==> config.mk <==
export PLATFORM = sky130hd
export DESIGN_NAME = clint_mh_flat
export DESIGN_NICKNAME = d
export VERILOG_FILES = /design/src/rtl/clint_mh_if.sv /design/src/rtl/clint_mh.sv /design/src/flat_wrapper.sv
export SDC_FILE = /design/constraint.sdc
export NUM_CORES = 1
export LEC_CHECK = 0
export BUFFER_PORTS_ARGS = -buffer_cell sky130_fd_sc_hd__buf_2
export CORE_ASPECT_RATIO = 0.8
export CORE_MARGIN = 3
export CORE_UTILIZATION = 47
export DETAILED_ROUTE_END_ITERATION = 10
export MAX_ROUTING_LAYER = met4
export PLACE_DENSITY_LB_ADDON = 0.2
export SETUP_SLACK_MARGIN = 0.5
export SLEW_MARGIN = 25
export SYNTH_ARGS = -nofsm -noshare
export SYNTH_HDL_FRONTEND = slang
export SYNTH_SLANG_ARGS = --single-unit
==> constraint.sdc <==
create_clock -name clk -period 17.1 [get_ports clk]
set_input_delay 4.275 -clock clk [delete_from_list [all_inputs] [get_ports clk]]
set_output_delay 4.275 -clock clk [all_outputs]
set_load 0.03 [all_outputs]
==> src/rtl/clint_mh_if.sv <==
// Wishbone-B4 classic bus between a peripheral-bus master and the CLINT.
//   master: drives cyc/stb/addr/wdata/sel/we, receives rdata/ack/err
//   slave : the CLINT side of the same signals
interface clint_mh_if;
    logic        cyc;
    logic        stb;
    logic [31:0] addr;
    logic [31:0] wdata;
    logic [3:0]  sel;
    logic        we;
    logic [31:0] rdata;
    logic        ack;
    logic        err;

    modport master (
        output cyc, stb, addr, wdata, sel, we,
        input  rdata, ack, err
    );

    modport slave (
        input  cyc, stb, addr, wdata, sel, we,
        output rdata, ack, err
    );
endinterface

==> src/rtl/clint_mh.sv <==
// Multi-hart core-local interruptor on a Wishbone-B4 classic slave port.
// One shared 64-bit mtime advanced by a prescaler; per hart an MSIP and SSIP bit
// plus 64-bit mtimecmp / stimecmp, both compared unsigned against mtime.
//
// Ports
//   clk                     clock
//   rst                     asynchronous reset, active high
//   bus                     Wishbone slave (cyc/stb/addr/wdata/sel/we -> rdata/ack/err)
//   clint_core_msoft_irq_o  per-hart machine software interrupt (msip)
//   clint_core_ssoft_irq_o  per-hart supervisor software interrupt (ssip)
//   clint_core_mtmr_irq_o   per-hart mtime >= mtimecmp
//   clint_core_stmr_irq_o   per-hart mtime >= stimecmp
//
// Register map (offset from BASE_ADDR, 64 KiB window)
//   0x0000 + 4h        MSIP[h]     bit0
//   0x1000 + 4h        SSIP[h]     bit0
//   0x4000 + 8h (+4)   MTIMECMP[h] lo (hi)
//   0x5000 + 8h (+4)   STIMECMP[h] lo (hi)
//   0xBFF0             CTRL        bit0 EN
//   0xBFF4             PRESCALE    [DIV_WIDTH-1:0]
//   0xBFF8 / 0xBFFC    MTIME lo / hi
//
// Bus handshake states
//   state  | meaning
//   S_IDLE | waiting for cyc&stb; decode and commit writes on the accepting edge
//   S_ACK  | mapped access done, ack (gated by cyc) with registered rdata
//   S_ERR  | unmapped access, err (gated by cyc), no state change
module clint_mh #(
    parameter int unsigned          NHART     = 1,
    parameter logic [31:0]          BASE_ADDR = 32'h0200_0000,
    parameter int unsigned          DIV_WIDTH = 16,
    parameter logic [DIV_WIDTH-1:0] PRESC_RST = '0,
    parameter logic [63:0]          CMP_RST   = 64'hFFFF_FFFF_FFFF_FFFF
) (
    input  logic             clk,
    input  logic             rst,
    clint_mh_if.slave        bus,
    output logic [NHART-1:0] clint_core_msoft_irq_o,
    output logic [NHART-1:0] clint_core_ssoft_irq_o,
    output logic [NHART-1:0] clint_core_mtmr_irq_o,
    output logic [NHART-1:0] clint_core_stmr_irq_o
);

    typedef enum logic [1:0] {
        S_IDLE = 2'd0,
        S_ACK  = 2'd1,
        S_ERR  = 2'd2
    } state_t;

    state_t state;
    state_t state_nxt;

    logic [63:0]          mtime;
    logic [DIV_WIDTH-1:0] cnt;
    logic [DIV_WIDTH-1:0] prescale;
    logic                 en;
    logic [63:0]          mtimecmp [NHART];
    logic [63:0]          stimecmp [NHART];
    logic [NHART-1:0]     msip;
    logic [NHART-1:0]     ssip;
    logic [NHART-1:0]     msoft_q;
    logic [NHART-1:0]     ssoft_q;
    logic [NHART-1:0]     mtmr_q;
    logic [NHART-1:0]     stmr_q;
    logic [31:0]          rdata_q;

    logic [15:0]      off;
    logic             addr_ok;
    logic [NHART-1:0] msip_hit;
    logic [NHART-1:0] ssip_hit;
    logic [NHART-1:0] mcmp_lo_hit;
    logic [NHART-1:0] mcmp_hi_hit;
    logic [NHART-1:0] scmp_lo_hit;
    logic [NHART-1:0] scmp_hi_hit;
    logic             ctrl_hit;
    logic             presc_hit;
    logic             mtlo_hit;
    logic             mthi_hit;
    logic             mapped;
    logic             req;
    logic             wr;
    logic             tick;
    logic             mtime_wr;
    logic [31:0]      rd_val;

    // Byte-lane merge: lanes with sel set take the new data, the rest keep cur.
    function automatic logic [31:0] lane_merge(input logic [31:0] cur,
                                               input logic [31:0] wd,
                                               input logic [3:0]  be);
        logic [31:0] res;
        for (int i = 0; i < 4; i++) begin
            res[8*i +: 8] = be[i] ? wd[8*i +: 8] : cur[8*i +: 8];
        end
        return res;
    endfunction

    // ---------------------------------------------------------------- decode
    assign off     = bus.addr[15:0];
    assign addr_ok = (bus.addr[31:16] == BASE_ADDR[31:16]) && (bus.addr[1:0] == 2'b00);

    always_comb begin
        msip_hit    = '0;
        ssip_hit    = '0;
        mcmp_lo_hit = '0;
        mcmp_hi_hit = '0;
        scmp_lo_hit = '0;
        scmp_hi_hit = '0;
        // Only indices below NHART can ever match, so h >= NHART falls out as unmapped.
        for (int h = 0; h < NHART; h++) begin
            msip_hit[h]    = addr_ok && (off[15:12] == 4'h0) && (off[11:2] == 10'(h));
            ssip_hit[h]    = addr_ok && (off[15:12] == 4'h1) && (off[11:2] == 10'(h));
            mcmp_lo_hit[h] = addr_ok && (off[15:12] == 4'h4) && (off[11:3] == 9'(h)) && !off[2];
            mcmp_hi_hit[h] = addr_ok && (off[15:12] == 4'h4) && (off[11:3] == 9'(h)) &&  off[2];
            scmp_lo_hit[h] = addr_ok && (off[15:12] == 4'h5) && (off[11:3] == 9'(h)) && !off[2];
            scmp_hi_hit[h] = addr_ok && (off[15:12] == 4'h5) && (off[11:3] == 9'(h)) &&  off[2];
        end
    end

    assign ctrl_hit  = addr_ok && (off == 16'hBFF0);
    assign presc_hit = addr_ok && (off == 16'hBFF4);
    assign mtlo_hit  = addr_ok && (off == 16'hBFF8);
    assign mthi_hit  = addr_ok && (off == 16'hBFFC);

    assign mapped = |{msip_hit, ssip_hit, mcmp_lo_hit, mcmp_hi_hit, scmp_lo_hit, scmp_hi_hit,
                      ctrl_hit, presc_hit, mtlo_hit, mthi_hit};

    assign req      = bus.cyc && bus.stb && (state == S_IDLE);
    assign wr       = req && bus.we && mapped;
    assign mtime_wr = wr && (mtlo_hit || mthi_hit);

    always_comb begin
        rd_val = '0;
        for (int h = 0; h < NHART; h++) begin
            if (msip_hit[h])    rd_val = {31'd0, msip[h]};
            if (ssip_hit[h])    rd_val = {31'd0, ssip[h]};
            if (mcmp_lo_hit[h]) rd_val = mtimecmp[h][31:0];
            if (mcmp_hi_hit[h]) rd_val = mtimecmp[h][63:32];
            if (scmp_lo_hit[h]) rd_val = stimecmp[h][31:0];
            if (scmp_hi_hit[h]) rd_val = stimecmp[h][63:32];
        end
        if (ctrl_hit)  rd_val = {31'd0, en};
        if (presc_hit) rd_val = 32'(prescale);
        if (mtlo_hit)  rd_val = mtime[31:0];
        if (mthi_hit)  rd_val = mtime[63:32];
    end

    // ------------------------------------------------------------ handshake
    always_ff @(posedge clk or posedge rst) begin
        if (rst) begin
            state <= S_IDLE;
        end else begin
            state <= state_nxt;
        end
    end

    always_comb begin
        state_nxt  = S_IDLE;
        bus.ack    = 1'b0;
        bus.err    = 1'b0;
        bus.rdata  = '0;
        case (state)
            S_IDLE: begin
                if (req) begin
                    state_nxt = mapped ? S_ACK : S_ERR;
                end
            end
            S_ACK: begin
                // A master that drops cyc early gets no ack and no data.
                bus.ack   = bus.cyc;
                bus.rdata = bus.cyc ? rdata_q : '0;
            end
            S_ERR: begin
                bus.err = bus.cyc;
            end
            default: state_nxt = S_IDLE;
        endcase
    end

    always_ff @(posedge clk or posedge rst) begin
        if (rst) begin
            rdata_q <= '0;
        end else begin
            rdata_q <= (req && !bus.we) ? rd_val : '0;
        end
    end

    // ------------------------------------------------------ prescaler/mtime
    assign tick = en && (cnt == prescale);

    always_ff @(posedge clk or posedge rst) begin
        if (rst) begin
            en       <= 1'b1;
            prescale <= PRESC_RST;
            cnt      <= '0;
            mtime    <= '0;
        end else begin
            if (wr && ctrl_hit && bus.sel[0]) begin
                en <= bus.wdata[0];
            end

            if (wr && presc_hit) begin
                prescale <= DIV_WIDTH'(lane_merge(32'(prescale), bus.wdata, bus.sel));
                cnt      <= '0;
            end else if (tick) begin
                cnt <= '0;
            end else if (en) begin
                cnt <= cnt + DIV_WIDTH'(1);
            end

            // A bus write beats the tick: the untouched half keeps its pre-tick value.
            if (mtime_wr) begin
                if (mtlo_hit) mtime[31:0]  <= lane_merge(mtime[31:0],  bus.wdata, bus.sel);
                if (mthi_hit) mtime[63:32] <= lane_merge(mtime[63:32], bus.wdata, bus.sel);
            end else if (tick) begin
                mtime <= mtime + 64'd1;
            end
        end
    end

    // ------------------------------------------------------- per-hart state
    always_ff @(posedge clk or posedge rst) begin
        if (rst) begin
            msip <= '0;
            ssip <= '0;
            for (int h = 0; h < NHART; h++) begin
                mtimecmp[h] <= CMP_RST;
                stimecmp[h] <= CMP_RST;
            end
        end else if (wr) begin
            for (int h = 0; h < NHART; h++) begin
                if (msip_hit[h] && bus.sel[0]) msip[h] <= bus.wdata[0];
                if (ssip_hit[h] && bus.sel[0]) ssip[h] <= bus.wdata[0];
                if (mcmp_lo_hit[h])
                    mtimecmp[h][31:0]  <= lane_merge(mtimecmp[h][31:0],  bus.wdata, bus.sel);
                if (mcmp_hi_hit[h])
                    mtimecmp[h][63:32] <= lane_merge(mtimecmp[h][63:32], bus.wdata, bus.sel);
                if (scmp_lo_hit[h])
                    stimecmp[h][31:0]  <= lane_merge(stimecmp[h][31:0],  bus.wdata, bus.sel);
                if (scmp_hi_hit[h])
                    stimecmp[h][63:32] <= lane_merge(stimecmp[h][63:32], bus.wdata, bus.sel);
            end
        end
    end

    // Interrupt lines are registered copies of the current register state,
    // so they follow any register update by exactly one clock.
    always_ff @(posedge clk or posedge rst) begin
        if (rst) begin
            msoft_q <= '0;
            ssoft_q <= '0;
            mtmr_q  <= '0;
            stmr_q  <= '0;
        end else begin
            msoft_q <= msip;
            ssoft_q <= ssip;
            for (int h = 0; h < NHART; h++) begin
                mtmr_q[h] <= (mtime >= mtimecmp[h]);
                stmr_q[h] <= (mtime >= stimecmp[h]);
            end
        end
    end

    assign clint_core_msoft_irq_o = msoft_q;
    assign clint_core_ssoft_irq_o = ssoft_q;
    assign clint_core_mtmr_irq_o  = mtmr_q;
    assign clint_core_stmr_irq_o  = stmr_q;

endmodule
==> src/flat_wrapper.sv <==
// flat-port wrapper written by rule: the top's interface ports become plain ports
module clint_mh_flat 
#(
    parameter int unsigned          NHART     = 1,
    parameter logic [31:0]          BASE_ADDR = 32'h0200_0000,
    parameter int unsigned          DIV_WIDTH = 16,
    parameter logic [DIV_WIDTH-1:0] PRESC_RST = '0,
    parameter logic [63:0]          CMP_RST   = 64'hFFFF_FFFF_FFFF_FFFF
)
  (clk, rst, clint_core_msoft_irq_o, clint_core_ssoft_irq_o, clint_core_mtmr_irq_o, clint_core_stmr_irq_o, bus_cyc, bus_stb, bus_addr, bus_wdata, bus_sel, bus_we, bus_rdata, bus_ack, bus_err);
  clint_mh_if bus_i ();
  input  logic clk;
  input  logic rst;
  output logic [NHART-1:0] clint_core_msoft_irq_o;
  output logic [NHART-1:0] clint_core_ssoft_irq_o;
  output logic [NHART-1:0] clint_core_mtmr_irq_o;
  output logic [NHART-1:0] clint_core_stmr_irq_o;
  input wire logic [$bits(bus_i.cyc)-1:0] bus_cyc;
  input wire logic [$bits(bus_i.stb)-1:0] bus_stb;
  input wire logic [$bits(bus_i.addr)-1:0] bus_addr;
  input wire logic [$bits(bus_i.wdata)-1:0] bus_wdata;
  input wire logic [$bits(bus_i.sel)-1:0] bus_sel;
  input wire logic [$bits(bus_i.we)-1:0] bus_we;
  output wire logic [$bits(bus_i.rdata)-1:0] bus_rdata;
  output wire logic [$bits(bus_i.ack)-1:0] bus_ack;
  output wire logic [$bits(bus_i.err)-1:0] bus_err;
  assign bus_i.cyc = bus_cyc;
  assign bus_i.stb = bus_stb;
  assign bus_i.addr = bus_addr;
  assign bus_i.wdata = bus_wdata;
  assign bus_i.sel = bus_sel;
  assign bus_i.we = bus_we;
  assign bus_rdata = bus_i.rdata;
  assign bus_ack = bus_i.ack;
  assign bus_err = bus_i.err;
  clint_mh #(.NHART(NHART), .BASE_ADDR(BASE_ADDR), .DIV_WIDTH(DIV_WIDTH), .PRESC_RST(PRESC_RST), .CMP_RST(CMP_RST)) u_core (.clk(clk), .rst(rst), .bus(bus_i), .clint_core_msoft_irq_o(clint_core_msoft_irq_o), .clint_core_ssoft_irq_o(clint_core_ssoft_irq_o), .clint_core_mtmr_irq_o(clint_core_mtmr_irq_o), .clint_core_stmr_irq_o(clint_core_stmr_irq_o));
endmodule
== Word level (Yosys, flattened, before mapping) ==
Index checks and enable logic that the tools add are counted.

* Add/sub/neg operators: 2
* Reduce and logical (&&, ||, !) cells: 68
* Mux-type cells: 29
* Magnitude comparators: 2
* Equal/unequal tests: 17

{| class="wikitable"
|+ Operators with widths
! operator !! count
|-
| $mux W32 || 13
|-
| $ge A64 B64 Y1 || 2
|-
| $mux W64 || 2
|-
| $reduce_and A3 Y1 || 24
|-
| $add A64 B1 Y64 const B || 1
|-
| $eq A16 B16 Y1 const B || 4
|-
| $mux W16 || 3
|-
| $mux W8 || 4
|-
| $logic_and A1 B1 Y1 || 29
|-
| $add A16 B1 Y16 const B || 1
|-
| $eq A16 B10 Y1 const B || 1
|-
| $eq A16 B16 Y1 || 1
|-
| $logic_not A10 Y1 || 1
|-
| $reduce_or A10 Y1 || 1
|-
| $logic_not A9 Y1 || 1
|-
| $eq A4 B3 Y1 const B || 2
|-
| $ne A2 B2 Y1 const B || 4
|-
| $reduce_and A2 Y1 || 4
|-
| $mux W2 || 3
|-
| $eq A4 B1 Y1 const B || 1
|-
| $logic_not A2 Y1 || 2
|-
| $logic_not A4 Y1 || 1
|-
| $mux W1 || 4
|-
| $ne A2 B1 Y1 const B || 2
|-
| 6 further kinds || 7
|}

* Output and inout port bits: 38
* Bits of input ports: 73
* Bits in registers: 265

== Longest topological paths before layout ==
Gate-level depths: netlist of the first run.

* Depth in word-level cells: 15
* Depth in mapped cells: 11
* Gate-level depth less buffers: 9

== Worst setup path after synthesis of the first run ==
No wires, ideal clock.

* Path kind: input to output
* From: input port bus_cyc
* To: output port bus_rdata[22]
* Stages on the path: 3
* Path slack: 7.538 ns
* Buffers on the path: 1
* Arrival time: 5.287 ns
* Path through: and3b_1 > clkbuf_1 > and2_1

* Word-level cells in the longest chain between the ends: 2

{| class="wikitable"
|+ RTL lines
! what !! line !! source
|-
| start, declared || flat_wrapper.sv:18 || <nowiki>input wire logic [$bits(bus_i.cyc)-1:0] bus_cyc;</nowiki>
|-
| $mux W32 || clint_mh.sv:170 || <nowiki>bus.rdata = bus.cyc ? rdata_q : '0;</nowiki>
|-
| $mux W32 || clint_mh.sv:161 || <nowiki>case (state)</nowiki>
|-
| end, declared || flat_wrapper.sv:24 || <nowiki>output wire logic [$bits(bus_i.rdata)-1:0] bus_rdata;</nowiki>
|}

Every way passes these cells.

== Worst setup path after layout of the first run ==
* From: input port bus_cyc
* To: output port bus_rdata[19]

The elaborated chain is that of the path after synthesis.

==> results of run 1 <==
worst min-delay path by stage:
stage	to
4_1_cts	u_core.clint_core_msoft_irq_o
6_report	u_core.clint_core_msoft_irq_o
5_1_grt	u_core.clint_core_msoft_irq_o
3_5_place_dp	u_core.clint_core_msoft_irq_o
2_1_floorplan	u_core.clint_core_msoft_irq_o
3_3_place_gp	u_core.clint_core_ssoft_irq_o
synthesized netlist by cell type (all sizes together), types with 4 or more instances:
library cell  number
a211o              4
dfstp            129
o21ai            140
xnor2             13
a22oi              7
or3               13
nor2              86
clkbuf            60
a211oi            18
nor3              30
o21bai             5
and3              18
a31oi             11
o22ai             31
a222oi            13
nand2            160
and4              11
buf               25
and2              41
mux2i             44
o21a               7
ha               130
a221oi             5
a21o              25
and3b              4
inv              148
o31ai              9
or2                4
mux2             167
nor4              24
a21oi            150
nand3b             4
xor2              15
nand4             49
dfrtp            136
nand3             51
nand2b             9
or4               13
o211ai            11
layout by cell type (no fill, tap or decap), drive strengths merged, types with 9 or more instances in the layout:
master and n:
nor3 30, a21oi 150, or3 13, a211oi 18, o31ai 9, and3 18, and4 11, dfstp 129
a222oi 13, dfrtp 136, clkbuf 38, xnor2 13, nand2b 9, mux2i 44, and2 41, o22ai 31
nand2 160, nand4 49, nor4 24, nor2 86, o211ai 11, buf 124, inv 149, ha 130
clkinv 11, or4 13, mux2 167, a31oi 11, xor2 15, o21ai 140, nand3 51, a21o 25
report_power, final:
part	switching, uW	internal, uW
Sequential	0.104	629
Combinational	40.5	13.0
Clock	281	434
Total	322	1080
logic make-up after synthesis:
family,Yosys count,synth area share [%]
AO/OA/AOI/OAI,463,16.09
XOR/XNOR,28,1.406
adder cells (fa/ha/maj),130,9.324
buffers and inverters,233,5.178
flip-flops,265,38.94
multiplexers,211,13.48
AND/OR/NAND/NOR,527,15.59
per-layer routing:
| layer | vias up | global-route usage, % |
|---|---|---|
| li1 | 6910 | - |
| met1 | 7356 | 41.60 |
| met2 | 624 | 40.66 |
| met3 | 82 | 6.137 |
| met4 | 0 | 6.785 |
| met5 | - | - |
cell type report:
cell class,count,share of cell area [%]
multi-input cells,1359,50.18
flip-flops and latches,265,34.86
clock buffers,38,4.264
repair buffers,124,3.416
well taps,480,3.082
inverters,148,2.890
clock inverters,18,1.310
state kept, by name, summed over array words and instances (netlist names), 2 cells and up:
signal	flops
u_core.state	2
u_core.prescale	16
u_core.cnt	16
u_core.mtimecmp	64
u_core.rdata_q	32
u_core.stimecmp	64
u_core.mtime	64
through the flow:
step	setup slack [ns]	hold WS, ns
2_1_floorplan	5.742	0.3706
6_report	7.535	0.4149
5_1_grt	7.456	0.4254
3_5_place_dp	7.504	0.4008
4_1_cts	7.499	0.4149
3_3_place_gp	7.555	0.3920
critical path, delay by kind of cell:
kind / cells / cell delay (ns)
buffers and inverters: 3 / 0.64
and+or+nand+nor: 2 / 0.35
==> metrics.txt, run 1 <==
CP Launch Type=input pin; RSZ-0062 raised after global routing=no; initial core utilization=48.16%; Area Growth Syn to Fin=11.69%; Final Hold Viols=0; fin util=53.79%; CP Max Fanout=33; Synth Cell Area=0.01745 mm^2; Post-route DRC=0; hold bufs inserted after CTS=0; Mapped Nets=2,060; cell area power density=71.72 mW/mm^2; Placed Area=0.01839 mm^2; CP required=12.82 ns; storage element area=0.006793 mm^2; PostCTS Resize Cnt=0; Final Non-Filler Cells=2,432; post-route ant nets=0; sequential element share of the synthesized area=38.94%; hold_sp=u_core.msip; synth warn=0; global placer's final weighted congestion=0.9443; Die Y=178.3 um; Root Driver=clkbuf_16; CTS tree=built; CP dominant cell by count=buf_2; Max Slew Vio Count=0; CP endpoint kind=output pin; fraction of layout cells with a size suffix above 1=25.56%; Synth top area share=19.51%; core box area=0.03623 mm^2; syn_area_per_cell=9.394 um^2; Hold Path Depth=0; WL final=56,050 um; grt ovf=0; WL met3=5369 um; WL/cell=23.04 um; maxcap violations=0; Inst Count DP=2,376; Post-CTS Setup Inserts=0; fin crit share=55.93%; Clock Pin Slew Worst Setup and Hold Paths=0.06 ns; largest area contributor in the netlist=dfrtp_1; largest net degree at the start of global routing=127; Final Power=1397 uW; Area contributors post-synth=dfrtp_1 (20%), dfstp_2 (19%), mux2_2 (10%), ha_1 (9.3%), a21oi_1 (4.3%); top layer in use=met4; Met2 Routed Length=23,470 um; Reg-to-Reg Start=u_core.prescale[13]; crit path time final=9.565 ns; CP Class=input pin to output pin; diode count=0; beginning of the critical path=bus_cyc; final setup fails=0; Peak VDD IR=68.70 uV; Worst-Skew Late Latency=0.59 ns; worst-case clock skew=0.02163 ns; first-pass GRT wire length=85,660 um; slowest stage cell, crit path=buf_4; status=finished clean; input/output buffers=110; Via Count=14,970; TNS Setup=0 ns; CP Cell Sequence=buf_2 > and3b_1 > buf_4 > and2_1 > buf_2; total clock sinks=265; Ports=111; Synth cell types=79; H-tree lvl count=1; fill count=3,261; CP Capture Point=bus_rdata[19]; initial antenna violation count=1; static leakage=0.008487 uW; nets@finish=2,131; Post-synth EDFFs=0; synthesized instance count=1,857; TritonCTS Buffers=30; First DRT Iteration DRCs=1,534; Most used DFF post-synth=dfrtp_1; Final HPWL DP=40,320 um; slew margin rel.=22.30%; Post-synth ARST share=100.0%; R2R cell count=7; worst r2r dst=u_core.mtime[59]; First-pass DRT Iterations=6; multi-input logic area=0.009777 mm^2; register bit total from synthesis=265; FMAX=0.1046 GHz; routed vias/inst=6.156; CP max stage delay=0.36 ns; Tot GR Track Use=28.58%; Least-Margin Pin Slew=1.163 ns; crit path DAT=5.29 ns; die width=221.4 um; vias in the first global route=14,420; Design Area, Final=0.01948 mm^2; slack of the worst reg-to-reg path=12.91 ns; CTS Buffer Depth=3; row count=62; Die ar.=0.03948 mm^2; hold crit path type=flop to flop; met1 wire length=25,920 um
Power figures use the tool's default switching activity.
==> inputs of run 2 (changes only) <==
- ABC_AREA: default -> 1
- clock period: 17.1 -> 8 ns (I/O delays scaled with it)
==> run 2 against run 1 <==
Net effect: worst hold slack better by 0.0058 ns; first-iteration DRC count up 38%; total power up 110%; combinational power up 120%.
==> metrics.txt, run 2 <==
top-count cell post-synth=nand2_1; biggest regs=u_core.mtime: 64 flops, u_core.mtimecmp: 64 flops, u_core.stimecmp: 64 flops; maxcap violations=0; Synth top area share=17.31%; largest net degree at the start of global routing=82; status=finished clean; FMAX=0.1906 GHz; slew margin rel.=32.38%; CP required=8.49 ns; Hold Path Depth=0; CP Depth=15; final setup fails=0; commonest non-fill, non-tap cell in the layout=nand2_1; Area Growth Syn to Fin=9.508%; PostCTS Resize Cnt=0; Post-CTS Setup Inserts=0; Least-Margin Pin Slew=1.012 ns; First-pass DRT Iterations=6; Final Hold Viols=0; Synth Cell Area=0.01966 mm^2; fin crit share=65.58%; fraction of layout cells with a size suffix above 1=15.23%; static leakage=0.009540 uW; routed vias/inst=5.711; Die Y=188.9 um; Worst-Skew Late Latency=0.61 ns; CP Launch Type=input pin; First DRT Iteration DRCs=2,123; CP bufs+invs=5; CP Cell Sequence=buf_2 > buf_4 > nand2_1 > inv_2 > nand2_2 > nor2_4 > nand2_2 > a21oi_4 > nand2_4 > inv_2 > nand2_2 > nand3_2 > inv_1 > nand2_1 > nand2_1; Root Driver=clkbuf_16; synth cell count leaders=nand2_1 (693), inv_1 (366), nor2_1 (251), nand3_1 (188), o21ai_0 (147); vias in the first global route=17,790; fin util=52.56%; nets@finish=2,988; CP max stage delay=0.83 ns; most frequent cells in the layout=nand2_1 (693), inv_1 (365), nor2_1 (249); first-pass GRT wire length=110,100 um; die width=234.7 um; TNS Setup=0 ns; worst r2r dst=u_core.mtime[62]; Most used DFF post-synth=dfrtp_1; crit path time final=5.246 ns; Post-synth EDFFs=0; global placer's final weighted congestion=1.032; Reg-to-Reg Start=u_core.mtime[1]; crit path DAT=5.74 ns; WL final=73,360 um; register bit total from synthesis=265; hold crit path type=flop to flop; total clock sinks=265; R2R cell count=10; sequential element share of the synthesized area=34.55%; initial core utilization=48.00%; largest area contributor in the netlist=dfrtp_1; CP endpoint kind=flop; row count=66; Synth cell types=49; Ports=111; cell area power density=138.1 mW/mm^2; CTS tree=built; slack of the worst reg-to-reg path=4.57 ns; CP Max Fanout=81; multi-input logic area=0.01091 mm^2; worst-case clock skew=0.01221 ns; CP top delay family=buffers and inverters; Final HPWL DP=56,140 um; synthesized instance count=2,717; Clock Pin Slew Worst Setup and Hold Paths=0.06 ns; input/output buffers=110; syn_area_per_cell=7.236 um^2; post-route ant nets=0; fill count=4,143; TritonCTS Buffers=31; H-tree lvl count=1; CP Class=input pin to flop; Area contributors post-synth=dfrtp_1 (17%), dfstp_2 (17%), nand2_1 (13%), ha_1 (8.3%), inv_1 (7.0%); synth warn=0; Die ar.=0.04433 mm^2; Hold Path End=u_core.clint_core_msoft_irq_o; grt ovf=0; storage element area=0.006793 mm^2; Via Count=19,160; Post-route DRC=0; Max Slew Vio Count=0; Mapped Nets=2,920; core box area=0.04096 mm^2; slowest stage cell, crit path=inv_2; hold_sp=u_core.msip; RSZ-0062 raised after global routing=no; WL/cell=21.86 um; initial antenna violation count=3; Tot GR Track Use=33.41%; hold bufs inserted after CTS=0; CTS Buffer Depth=3; Peak VDD IR=141.6 uV; Post-synth ARST share=100.0%
run 2: changes by cell type in the layout (fill, tap and decap cells not counted), moves of 28 or more:
cell / delta
o22ai_1: -31
nand2_1: +533
o21ai_2: +35
nor2_1: +164
inv_1: +218
xor2_1: +37
mux2i_1: -44
mux2_2: -159
o21ai_1: +131
a21oi_1: -45
nand3_1: +141
and2_1: -41
nor3_1: +28
run 2: worst reg2reg max path: stages (launching register included):
cell      delay [ns]
dfrtp_1         0.53
ha_1            0.34
nand3_1         0.28
nor2_1          0.48
nand3_1         0.42
nor3_1          0.67
nand3_1         0.17
nand2_1         0.09
nand2_1         0.06
a21boi_0        0.15
o21ai_0         0.11
run 2: where the power goes:
group | switching [uW] | internal, uW
Combinational | 93.5 | 22.1
Clock | 624 | 888
Sequential | 0.219 | 1340
Total | 718 | 2250
run 2: worst max-delay path by stage:
stage                start                            end  slack (ns)
2_1_floorplan          rst  u_core.clint_core_msoft_irq_o        2.61
3_3_place_gp   bus_addr[2]               u_core.mtime[56]        2.38
3_5_place_dp   bus_addr[2]               u_core.mtime[56]        2.30
4_1_cts        bus_addr[2]               u_core.mtime[56]        2.91
5_1_grt        bus_addr[2]               u_core.mtime[56]        2.56
6_report       bus_addr[2]               u_core.mtime[63]        2.75
run 2: logic make-up (layout without fill, tap and decap cells):
family / count (synthesis) / count (layout) / synth area share, %
simple gates: 1327 / 1327 / 30.87
buf+inv: 463 / 556 / 10.08
compound gates: 462 / 462 / 13.10
flops: 265 / 265 / 34.55
fa+ha+maj: 130 / 130 / 8.274
xor+xnor: 70 / 70 / 3.119
other cells: 0 / 1 / 0
run 2: layout make-up:
type	instances	share of cell area (%)
antenna	1	0.01162
clock buffer	43	4.045
clock inverter	15	0.8776
inverter	376	6.608
multi-input combinational	1989	50.69
sequential	265	31.55
tap	544	3.162
timing repair buffer	122	3.051
run 2: metal layers:
layer	global-route usage (%)	part of all wire [%]	up-vias
li1	-	-	8999
met1	50.64	48	9089
met2	43.27	38	969
met3	9.626	12	104
met4	7.600	2.4	0
met5	-	0	-
run 2: stage by stage:
step | hold WS (ns) | cell area, um^2 | setup slack (ns) | power [uW] | cells
final | 0.4207 | 21530 | 2.754 | 2972 | 3355
after global routing | 0.4390 | 21530 | 2.560 | 3059 | 3355
after CTS | 0.4234 | 21490 | 2.911 | 2990 | 3352
after detailed placement | 0.4062 | 20430 | 2.296 | 1481 | 3294
after global placement | 0.4082 | 20430 | 2.377 | 1479 | 3294
after floorplan | 0.3741 | 19660 | 2.608 | 1422 | 2717
==> inputs of run 3 (changes only) <==
- clock period: 8 -> 5.05 ns (I/O delays scaled with it)
==> run 3 against run 2 <==
Net effect: die area is the same; non-clock buffer count grew 5; critical path type unchanged; total power grew 55%; largest power group unchanged; global-route usage shrank 0.79 points; critical path depth shrank 3; largest cell class unchanged.
==> metrics.txt, run 3 (same netlist as run 2, synthesis figures left out) <==
status=finished clean; Die Y=188.9 um; total clock sinks=265; Hold Path End=u_core.clint_core_ssoft_irq_o; CP Launch Type=input pin; Area Growth Syn to Fin=9.477%; PostCTS Resize Cnt=0; nets@finish=2,993; internal power=3489 uW; CTS tree=built; most frequent cells in the layout=nand2_1 (693), inv_1 (365), nor2_1 (249); Sw Pwr=1109 uW; hold bufs inserted after CTS=0; Placement Setup Slack=0.9809 ns; Post-CTS Setup Inserts=0; input/output buffers=110; first-pass GRT wire length=108,600 um; Sw Share=24.12%; largest net degree at the start of global routing=91; FMAX=0.2747 GHz; TNS Setup=0 ns; Root Driver=clkbuf_16; WL met3=8391 um; Final Non-Filler Cells=3,359; TritonCTS Buffers=31; slack of the worst reg-to-reg path=2.03 ns; fin crit share=72.09%; Die ar.=0.04433 mm^2; First DRT Iteration DRCs=2,055; hold_sp=u_core.ssip; Clock Pin Slew Worst Setup and Hold Paths=0.07 ns; cell area power density=213.6 mW/mm^2; row count=66; core box area=0.04096 mm^2; fill count=4,153; Max Slew Vio Count=0; Ports=111; die width=234.7 um; Hold Path Depth=0; commonest non-fill, non-tap cell in the layout=nand2_1; Final HPWL DP=55,140 um; initial antenna violation count=1; maxcap violations=0; CTS Buffer Depth=3; global placer's final weighted congestion=1.044; final setup fails=0; post-route ant nets=0; final worst slack=1.410 ns; crit path time final=3.640 ns; biggest regs=u_core.mtime: 64 flops, u_core.mtimecmp: 64 flops, u_core.stimecmp: 64 flops; Inst Count DP=3,300; met1 wire length=33,580 um; CP Class=input pin to flop; CP Max Fanout=28; Final Hold Viols=0; crit path DAT=4.15 ns; hold crit path type=flop to flop; worst-case clock skew=0.01207 ns; Flop pwr share=46.3%; Least-Margin Pin Slew=0.9596 ns; static leakage=0.009545 uW; R2R cell count=10; Met2 Routed Length=27,540 um; top layer in use=met4; slew margin rel.=35.96%; Gate power share=4.0%; Worst-Skew Late Latency=0.59 ns; H-tree lvl count=1; Tot GR Track Use=32.62%; Peak VDD IR=219.0 uV; initial core utilization=48.00%; Via Count=19,140; clock share of power=49.7%; WL final=71,370 um; grt ovf=0; worst r2r dst=u_core.mtime[56]; fraction of layout cells with a size suffix above 1=15.21%; CP endpoint kind=flop; vias in the first global route=18,000; Reg-to-Reg Start=u_core.cnt[3]; First-pass DRT Iterations=5; CP required=5.55 ns; Post-route DRC=0; WL/cell=21.25 um; RSZ-0062 raised after global routing=no; routed vias/inst=5.699
run 3: area by class of cell:
cell class | count | area [um^2] | area share [%]
sequential | 265 | 6793 | 31.56
antenna | 1 | 2.502 | 0.01163
tap | 544 | 680.7 | 3.163
clock buffer | 44 | 854.6 | 3.971
multi-input combinational | 1989 | 10900 | 50.65
timing repair buffer | 127 | 728.2 | 3.384
clock inverter | 13 | 140.1 | 0.6511
inverter | 376 | 1423 | 6.610
run 3: per-stage QoR:
| stage | utilization, % | power, uW | cell area (um^2) | hold slack [ns] |
|---|---|---|---|---|
| floorplan | - | 2252 | 19660 | 0.3741 |
| global placement | 50.06 | 2345 | 20500 | 0.4025 |
| detailed placement | 50.06 | 2347 | 20500 | 0.4075 |
| CTS | 52.49 | 4622 | 21500 | 0.4246 |
| global route | 52.54 | 4740 | 21520 | 0.4405 |
| finish | 52.54 | 4598 | 21520 | 0.4222 |
run 3: power groups by stage:
stage / Combinational [uW] / Clock [uW] / Sequential [uW]
2_1_floorplan: 88.0 / 0 / 2160
3_3_place_gp: 181 / 0 / 2160
3_5_place_dp: 183 / 0 / 2160
4_1_cts: 184 / 2310 / 2130
5_1_grt: 203 / 2410 / 2130
6_report: 184 / 2280 / 2130
run 3: how the worst max path moves through the flow:
stage | from | endpoint | slack, ns
6_report | bus_addr[1] | u_core.rdata_q[4] | 1.41
5_1_grt | bus_addr[1] | u_core.rdata_q[4] | 1.31
4_1_cts | bus_cyc | bus_rdata[25] | 1.54
3_5_place_dp | bus_addr[1] | u_core.rdata_q[4] | 0.98
3_3_place_gp | bus_addr[1] | u_core.rdata_q[4] | 1.00
2_1_floorplan | rst | u_core.clint_core_msoft_irq_o | 0.40
run 3: critical path, cell delays in order:
cell      delay (ns)
buf_2           0.11
nor2_4          0.22
inv_2           0.05
nor2_2          0.19
nand3_2         0.22
clkinv_1        0.49
nand3_2         0.59
buf_4           0.46
nand2_1         0.12
nand3b_1        0.12
nand2_1         0.09
nor2_1          0.18
run 3: per-layer routing:
layer	global-route usage, %	vias up
met1	48.66	9170
met4	7.765	0
met3	9.684	121
met5	-	-
li1	-	8983
met2	42.78	869
